**config.mk**
```make
export PLATFORM = sky130hd
export DESIGN_NAME = dma_copy32
export DESIGN_NICKNAME = d
export VERILOG_FILES = /design/src/rtl/dma_copy32_pkg.sv /design/src/rtl/dma_copy32.sv
export SDC_FILE = /design/constraint.sdc
export NUM_CORES = 1
export LEC_CHECK = 0
export BUFFER_PORTS_ARGS = -buffer_cell sky130_fd_sc_hd__buf_2
export CORE_MARGIN = 3
export CORE_UTILIZATION = 50
export DETAILED_ROUTE_END_ITERATION = 7
export PLACE_DENSITY = 0.71
export RECOVER_POWER = 50
export SLEW_MARGIN = 20
export SYNTH_ARGS = -nofsm -noshare
export SYNTH_HDL_FRONTEND = slang
export SYNTH_SLANG_ARGS = --single-unit
```
**constraint.sdc**
```tcl
create_clock -name clk_i -period 2.47 [get_ports clk_i]
set_clock_uncertainty 0.05 [all_clocks]
set_input_delay 0.3705 -clock clk_i [delete_from_list [all_inputs] [get_ports clk_i]]
set_output_delay 0.3705 -clock clk_i [all_outputs]
set_load 0.01 [all_outputs]
```
**src/rtl/dma_copy32_pkg.sv**
```systemverilog
`default_nettype none
// dma_copy32_pkg -- register map, CTRL/STATUS bit positions and FSM encodings for dma_copy32.
// Rev 1.0
package dma_copy32_pkg;

  localparam logic [1:0] REG_SRC  = 2'd0;
  localparam logic [1:0] REG_DST  = 2'd1;
  localparam logic [1:0] REG_LEN  = 2'd2;
  localparam logic [1:0] REG_CTRL = 2'd3;

  localparam int CTRL_START    = 0;
  localparam int CTRL_ABORT    = 1;
  localparam int CTRL_CLR_DONE = 2;

  localparam logic [2:0] ST_IDLE = 3'd0;
  localparam logic [2:0] ST_RGAP = 3'd1;
  localparam logic [2:0] ST_RD   = 3'd2;
  localparam logic [2:0] ST_WGAP = 3'd3;
  localparam logic [2:0] ST_WR   = 3'd4;

  localparam logic [3:0] WREN_RD = 4'h0;
  localparam logic [3:0] WREN_WR = 4'hF;

  // STATUS layout: [0] busy, [1] done, [2] aborted, [31:16] remaining words
  function automatic logic [31:0] pack_status(input logic busy, input logic done,
                                              input logic aborted, input logic [15:0] rem);
    return {rem, 13'd0, aborted, done, busy};
  endfunction

endpackage
`default_nettype wire

```
**src/rtl/dma_copy32.sv**
```systemverilog
`default_nettype none
// dma_copy32 -- word-granular memory-to-memory copy engine: MMIO-programmed, bus initiator.
// Rev 1.0
module dma_copy32
  import dma_copy32_pkg::*;
#(
  parameter int LEN_W = 14
) (
  input  logic        clk_i,
  input  logic        n_reset_i,
  input  logic        cs_i,
  input  logic [1:0]  reg_adr_i,
  input  logic        wren_i,
  input  logic [31:0] di_i,
  output logic [31:0] do_o,
  output logic        m_op_o,
  output logic [31:0] m_adr_o,
  output logic [31:0] m_do_o,
  output logic [3:0]  m_wren_o,
  input  logic [31:0] m_di_i,
  input  logic        m_rdy_i,
  input  logic        m_hold_i,
  output logic        irq_o
);

  logic [2:0]       state_q, state_d;
  logic [31:0]      src_q, src_d;
  logic [31:0]      dst_q, dst_d;
  logic [LEN_W-1:0] len_q, len_d;
  logic [31:0]      buf_q, buf_d;
  logic             done_q, done_d;
  logic             aborted_q, aborted_d;
  logic             abort_pend_q, abort_pend_d;
  logic             m_op_q, m_op_d;
  logic [31:0]      m_adr_q, m_adr_d;
  logic [31:0]      m_do_q, m_do_d;
  logic [3:0]       m_wren_q, m_wren_d;
  logic [31:0]      do_q, do_d;

  logic busy, rd_req, wr_req, ctrl_wr, start_wr, abort_wr, clr_wr, abort_now, fin_now;

  assign busy      = (state_q != ST_IDLE);
  assign rd_req    = cs_i & ~wren_i;
  assign wr_req    = cs_i & wren_i;
  assign ctrl_wr   = wr_req & (reg_adr_i == REG_CTRL);
  assign start_wr  = ctrl_wr & di_i[CTRL_START];
  assign abort_wr  = ctrl_wr & di_i[CTRL_ABORT];
  assign clr_wr    = ctrl_wr & di_i[CTRL_CLR_DONE];
  assign abort_now = abort_wr | abort_pend_q;

  always_comb begin
    state_d      = state_q;
    src_d        = src_q;
    dst_d        = dst_q;
    len_d        = len_q;
    buf_d        = buf_q;
    done_d       = done_q;
    aborted_d    = aborted_q;
    abort_pend_d = abort_pend_q;
    m_op_d       = m_op_q;
    m_adr_d      = m_adr_q;
    m_do_d       = m_do_q;
    m_wren_d     = m_wren_q;
    do_d         = '0;
    fin_now      = 1'b0;

    if (rd_req) begin
      case (reg_adr_i)
        REG_SRC: do_d = src_q;
        REG_DST: do_d = dst_q;
        REG_LEN: do_d = 32'(len_q);
        default: do_d = pack_status(busy, done_q, aborted_q, 16'(len_q));
      endcase
    end

    if (wr_req && !busy) begin
      case (reg_adr_i)
        REG_SRC: src_d = {di_i[31:2], 2'b00};
        REG_DST: dst_d = {di_i[31:2], 2'b00};
        REG_LEN: len_d = di_i[LEN_W-1:0];
        default: ;
      endcase
    end

    if (clr_wr)   done_d       = 1'b0;
    if (abort_wr) abort_pend_d = 1'b1;

    case (state_q)
      ST_IDLE: begin
        abort_pend_d = 1'b0;
        if (abort_wr) begin
          done_d    = 1'b1;
          aborted_d = 1'b1;
        end else if (start_wr) begin
          aborted_d = 1'b0;
          if (len_q != '0) begin
            state_d = ST_RGAP;
            done_d  = 1'b0;
          end else begin
            done_d  = 1'b1;
          end
        end
      end
      // Abort lands here before a new request starts; hold only delays the start.
      ST_RGAP, ST_WGAP: begin
        if (abort_now) begin
          fin_now = 1'b1;
        end else if (!m_hold_i) begin
          m_op_d = 1'b1;
          if (state_q == ST_RGAP) begin
            state_d  = ST_RD;
            m_adr_d  = src_q;
            m_wren_d = WREN_RD;
          end else begin
            state_d  = ST_WR;
            m_adr_d  = dst_q;
            m_do_d   = buf_q;
            m_wren_d = WREN_WR;
          end
        end
      end
      ST_RD: begin
        if (m_rdy_i) begin
          buf_d   = m_di_i;
          m_op_d  = 1'b0;
          state_d = ST_WGAP;
        end
      end
      ST_WR: begin
        if (m_rdy_i) begin
          src_d    = src_q + 32'd4;
          dst_d    = dst_q + 32'd4;
          len_d    = len_q - LEN_W'(1);
          m_op_d   = 1'b0;
          m_wren_d = WREN_RD;
          if ((len_q == LEN_W'(1)) || abort_now) fin_now = 1'b1;
          else                                    state_d = ST_RGAP;
        end
      end
      default: state_d = ST_IDLE;
    endcase

    if (fin_now) begin
      state_d      = ST_IDLE;
      done_d       = 1'b1;
      aborted_d    = abort_now;
      abort_pend_d = 1'b0;
    end
  end

  always_ff @(posedge clk_i) begin
    if (!n_reset_i) begin
      state_q      <= ST_IDLE;
      src_q        <= '0;
      dst_q        <= '0;
      len_q        <= '0;
      buf_q        <= '0;
      done_q       <= 1'b0;
      aborted_q    <= 1'b0;
      abort_pend_q <= 1'b0;
      m_op_q       <= 1'b0;
      m_adr_q      <= '0;
      m_do_q       <= '0;
      m_wren_q     <= '0;
      do_q         <= '0;
    end else begin
      state_q      <= state_d;
      src_q        <= src_d;
      dst_q        <= dst_d;
      len_q        <= len_d;
      buf_q        <= buf_d;
      done_q       <= done_d;
      aborted_q    <= aborted_d;
      abort_pend_q <= abort_pend_d;
      m_op_q       <= m_op_d;
      m_adr_q      <= m_adr_d;
      m_do_q       <= m_do_d;
      m_wren_q     <= m_wren_d;
      do_q         <= do_d;
    end
  end

  assign do_o     = do_q;
  assign m_op_o   = m_op_q;
  assign m_adr_o  = m_adr_q;
  assign m_do_o   = m_do_q;
  assign m_wren_o = m_wren_q;
  assign irq_o    = done_q;

endmodule
`default_nettype wire
```
==> run metrics <==
Worst EP required=roughly 2.9 ns; Slew @ Worst Pin=1.75 ns; DP Area=0.0112 mm2; weighted congestion at the end of routability-driven global placement=0.989; flip-flop and latch count after synthesis=around 210; Synth async-reset ratio=0%; MaxCap Viol Count=1; outcome=finished with violations; max-slew violation total from the final report=37; clock root buffer=sky130_fd_sc_hd__clkbuf_16; antenna violations before repair=0; H-tree depth reported by CTS=1; share of layout cells above drive strength 1=12.8%; drt total wl=30.9 mm; hold buffer count at cts=0; r2r worst-path depth=8; drt via density=approximately 6.0; CTS tree=built; peak supply drop=0.000484 V; most area-consuming cells after synthesis=sky130_fd_sc_hd__dfxtp_1 (43%), sky130_fd_sc_hd__a21oi_1 (8.0%), sky130_fd_sc_hd__nand2_1 (6.6%); Detail Route met2 WL=12.9 mm; sequential cell area fraction in the yosys report=42.8%; IO Count=between 150 and 200; count of placed standard cells in the final layout, fillers left out=around 1700; number of global-route vias before repair=8864; Die Span Y=147 um; wire length on met3=3.30 mm; number of distinct library cells after synthesis=71; area of the multi-input gates=about 0.0052 mm2; dominant synthesized flop cell=sky130_fd_sc_hd__dfxtp_1; Post-synth EDFFs=0; crit end category=flip-flop; Highest Clock Rate=approximately 450 MHz; portion of the clock cycle consumed by the worst path in the final layout=90.3%; minimum period implied by the final worst setup slack=2.23 ns; startpoint of the most critical register-to-register path=state_q[1]$_SDFFE_PP0P_; Routed wire per std cell=18.7 um; cell count of the worst hold path=3; synthesized area=0.0100 mm2; final hold violation count=0; unrepaired setup endpoints after global routing=false; remaining antenna violation count=0; Crit Path Max Fanout=23; Antenna Diode Count=0; final number of setup-violating endpoints=0; total of warnings raised by yosys=0; Layout area overhead=18.0%; vias post-DR=just under 10000; worst hold start=m_di_i[5]; failing checks=max-capacitance violations, max-slew violations; Clock Path Buffers=3; first-iteration detailed-routing DRC count=about 1200; wire length of the first global-routing pass=48.1 mm; clock latency of the later-clocked register in the worst-skew pair=0.52 ns; uppermost signal routing layer after detailed routing=met4; area of the die=approximately 0.022 mm2; remaining routing DRC violations=0; half-perimeter wire length after placement=21.1 mm; instance count of the mapped netlist=roughly 1200; leading post-synthesis cells by instance count=sky130_fd_sc_hd__dfxtp_1 (214), sky130_fd_sc_hd__nand2_1 (175), sky130_fd_sc_hd__a21oi_1 (160), sky130_fd_sc_hd__nor2_1 (129), sky130_fd_sc_hd__clkbuf_1 (65); number of nets in the final layout=1445; largest net degree at the start of global routing=65; count of fill cells added during filler insertion=about 1800; Overall Global Routing Usage=27.0%; library cell occupying the most area in the post-synthesis netlist=sky130_fd_sc_hd__dfxtp_1; cell with the most instances after synthesis=sky130_fd_sc_hd__dfxtp_1; num rows=51; CTS Sinks=214; per-instance average area after synthesis=8.17 um2; Slew headroom=-16.7%; Clock Pin Slew Worst Setup and Hold Paths=0.06 ns; worst hold slack across all endpoints=about 0.034 ns; overall power=7.61 mW; register area=between 0.004 and 0.005 mm2; static leakage=between 4 and 5 nW; crit path kind=flip-flop to flip-flop; effective utilization at floorplan=51.1%; die extent in x=147 um; Port Buffer Count=approximately 170; end of the worst register-to-register path=dst_q[14]$_SDFF_PN0_; core outline area=0.0196 mm2; cts bufs inserted=24; arrival time at the worst endpoint=around 2.6 ns; reg2reg setup slack=0.24 ns; kind of launch point of the worst setup path=flip-flop; syn_nets=1302; slowest stage cell on the critical path=sky130_fd_sc_hd__nand4bb_4; worst-case hold path end point=buf_q[5]$_SDFFE_PN0P_; placed cell count=1607; critical-path cell list=clkbuf_1, nand4bb_4, buf_12, nor4_1, buf_4, nand3_1, a2bb2oi_1, a21oi_1; Tightest Hold Check Type=input pin to flip-flop; total grt overflow=0; areal power density over the cells=644 mW/mm2; total negative slack for setup checks=0 ns; Met1 Wirelength=13.7 mm; share of the synthesized area in the top cell type=42.8%; Final Instance Area=between 0.01 and 0.015 mm2; max incr delay on CP=0.41 ns; number of optimization iterations in the first detailed-route pass=6
-- logic make-up after synthesis --
logic type / Yosys count / synth area share [%]
and+or+nand+nor: 481 / 23.4
AOI/OAI and AO/OA: 340 / 20.9
DFF: 214 / 42.8
buffers and inverters: 117 / 5.30
muxes: 65 / 6.76
adders and majority gates: 5 / 0.625
xor gates and xnor gates: 3 / 0.263
-- routing by layer --
metal	vias up	GRT usage [%]
li1	4690	-
met1	4588	39.8
met2	529	39.2
met3	76	6.44
met4	0	8.29
met5	-	0
-- where the power goes --
part / switching (mW) / internal, mW / total (mW)
sequential: 0.0659 / 3.50 / 3.56
combinational: 0.282 / 0.166 / 0.448
clock: 1.42 / 2.18 / 3.60
total: 1.77 / 5.84 / 7.61
-- worst max path at each step --
stage                                  startpoint                 endpoint  slack [ns]
after floorplan                      reg_adr_i[1]  m_do_o[23]$_SDFFE_PN0P_        0.55
after global placement               reg_adr_i[1]     len_q[10]$_SDFF_PN0_        0.23
after detailed placement                     cs_i     src_q[11]$_SDFF_PN0_        0.22
after CTS                 state_q[2]$_SDFFE_PP0P_     dst_q[21]$_SDFF_PN0_        0.23
after global routing      state_q[1]$_SDFFE_PP0P_     dst_q[14]$_SDFF_PN0_        0.11
final                     state_q[1]$_SDFFE_PP0P_     dst_q[14]$_SDFF_PN0_        0.24
-- area by class of cell --
| type | count | area share (%) |
|---|---|---|
| Clock inverter | 7 | 0.720 |
| Timing Repair Buffer | 223 | 9.74 |
| Inverter | 11 | 0.371 |
| Multi-Input combinational cell | 894 | 44.1 |
| Sequential cell | 214 | 36.3 |
| Tap cell | 265 | 2.81 |
| Clock buffer | 36 | 5.98 |
-- flip-flops by register name (all words and copies together), names as in the netlist --
signal and cells:
do_o 32, aborted_q 1, abort_pend_q 1, m_op_o 1, len_q 14, m_do_o 32, m_adr_o 32, src_q 32
dst_q 32, irq_o 1, m_wren_o 1, buf_q 32, state_q 3
-- cells in the final DEF, fill, tap and decap left out, types with 28 or more instances in the layout --
cell type / count
sky130_fd_sc_hd__o21ai_0: 46
sky130_fd_sc_hd__nand3_1: 28
sky130_fd_sc_hd__a211oi_1: 52
sky130_fd_sc_hd__clkbuf_1: 111
sky130_fd_sc_hd__buf_4: 42
sky130_fd_sc_hd__buf_2: 72
sky130_fd_sc_hd__mux2i_1: 62
sky130_fd_sc_hd__dfxtp_1: 214
sky130_fd_sc_hd__nor2_1: 127
sky130_fd_sc_hd__nand2_1: 175
sky130_fd_sc_hd__a21oi_1: 160
-- stage by stage --
| step | setup WS [ns] | util (%) |
|---|---|---|
| finish | 0.240 | 60.3 |
| global route | 0.111 | 60.3 |
| CTS | 0.229 | 61.1 |
| detailed placement | 0.224 | 57.0 |
| global placement | 0.226 | 57.0 |
| floorplan | 0.549 | - |
-- critical path: cells and delay by family, from the launching register on --
kind | cells | cell delay [ns]
DFF | 1 | 0.34
AOI/OAI and AO/OA | 2 | 0.29
and+or+nand+nor | 3 | 0.85
buffers and inverters | 3 | 0.62
-- what timing repair did --
item                       CTS  global route
gates resized for setup      0             1
setup endpoints to repair    0             1
setup buffers                0             0
(Power assumes the default switching activity.)
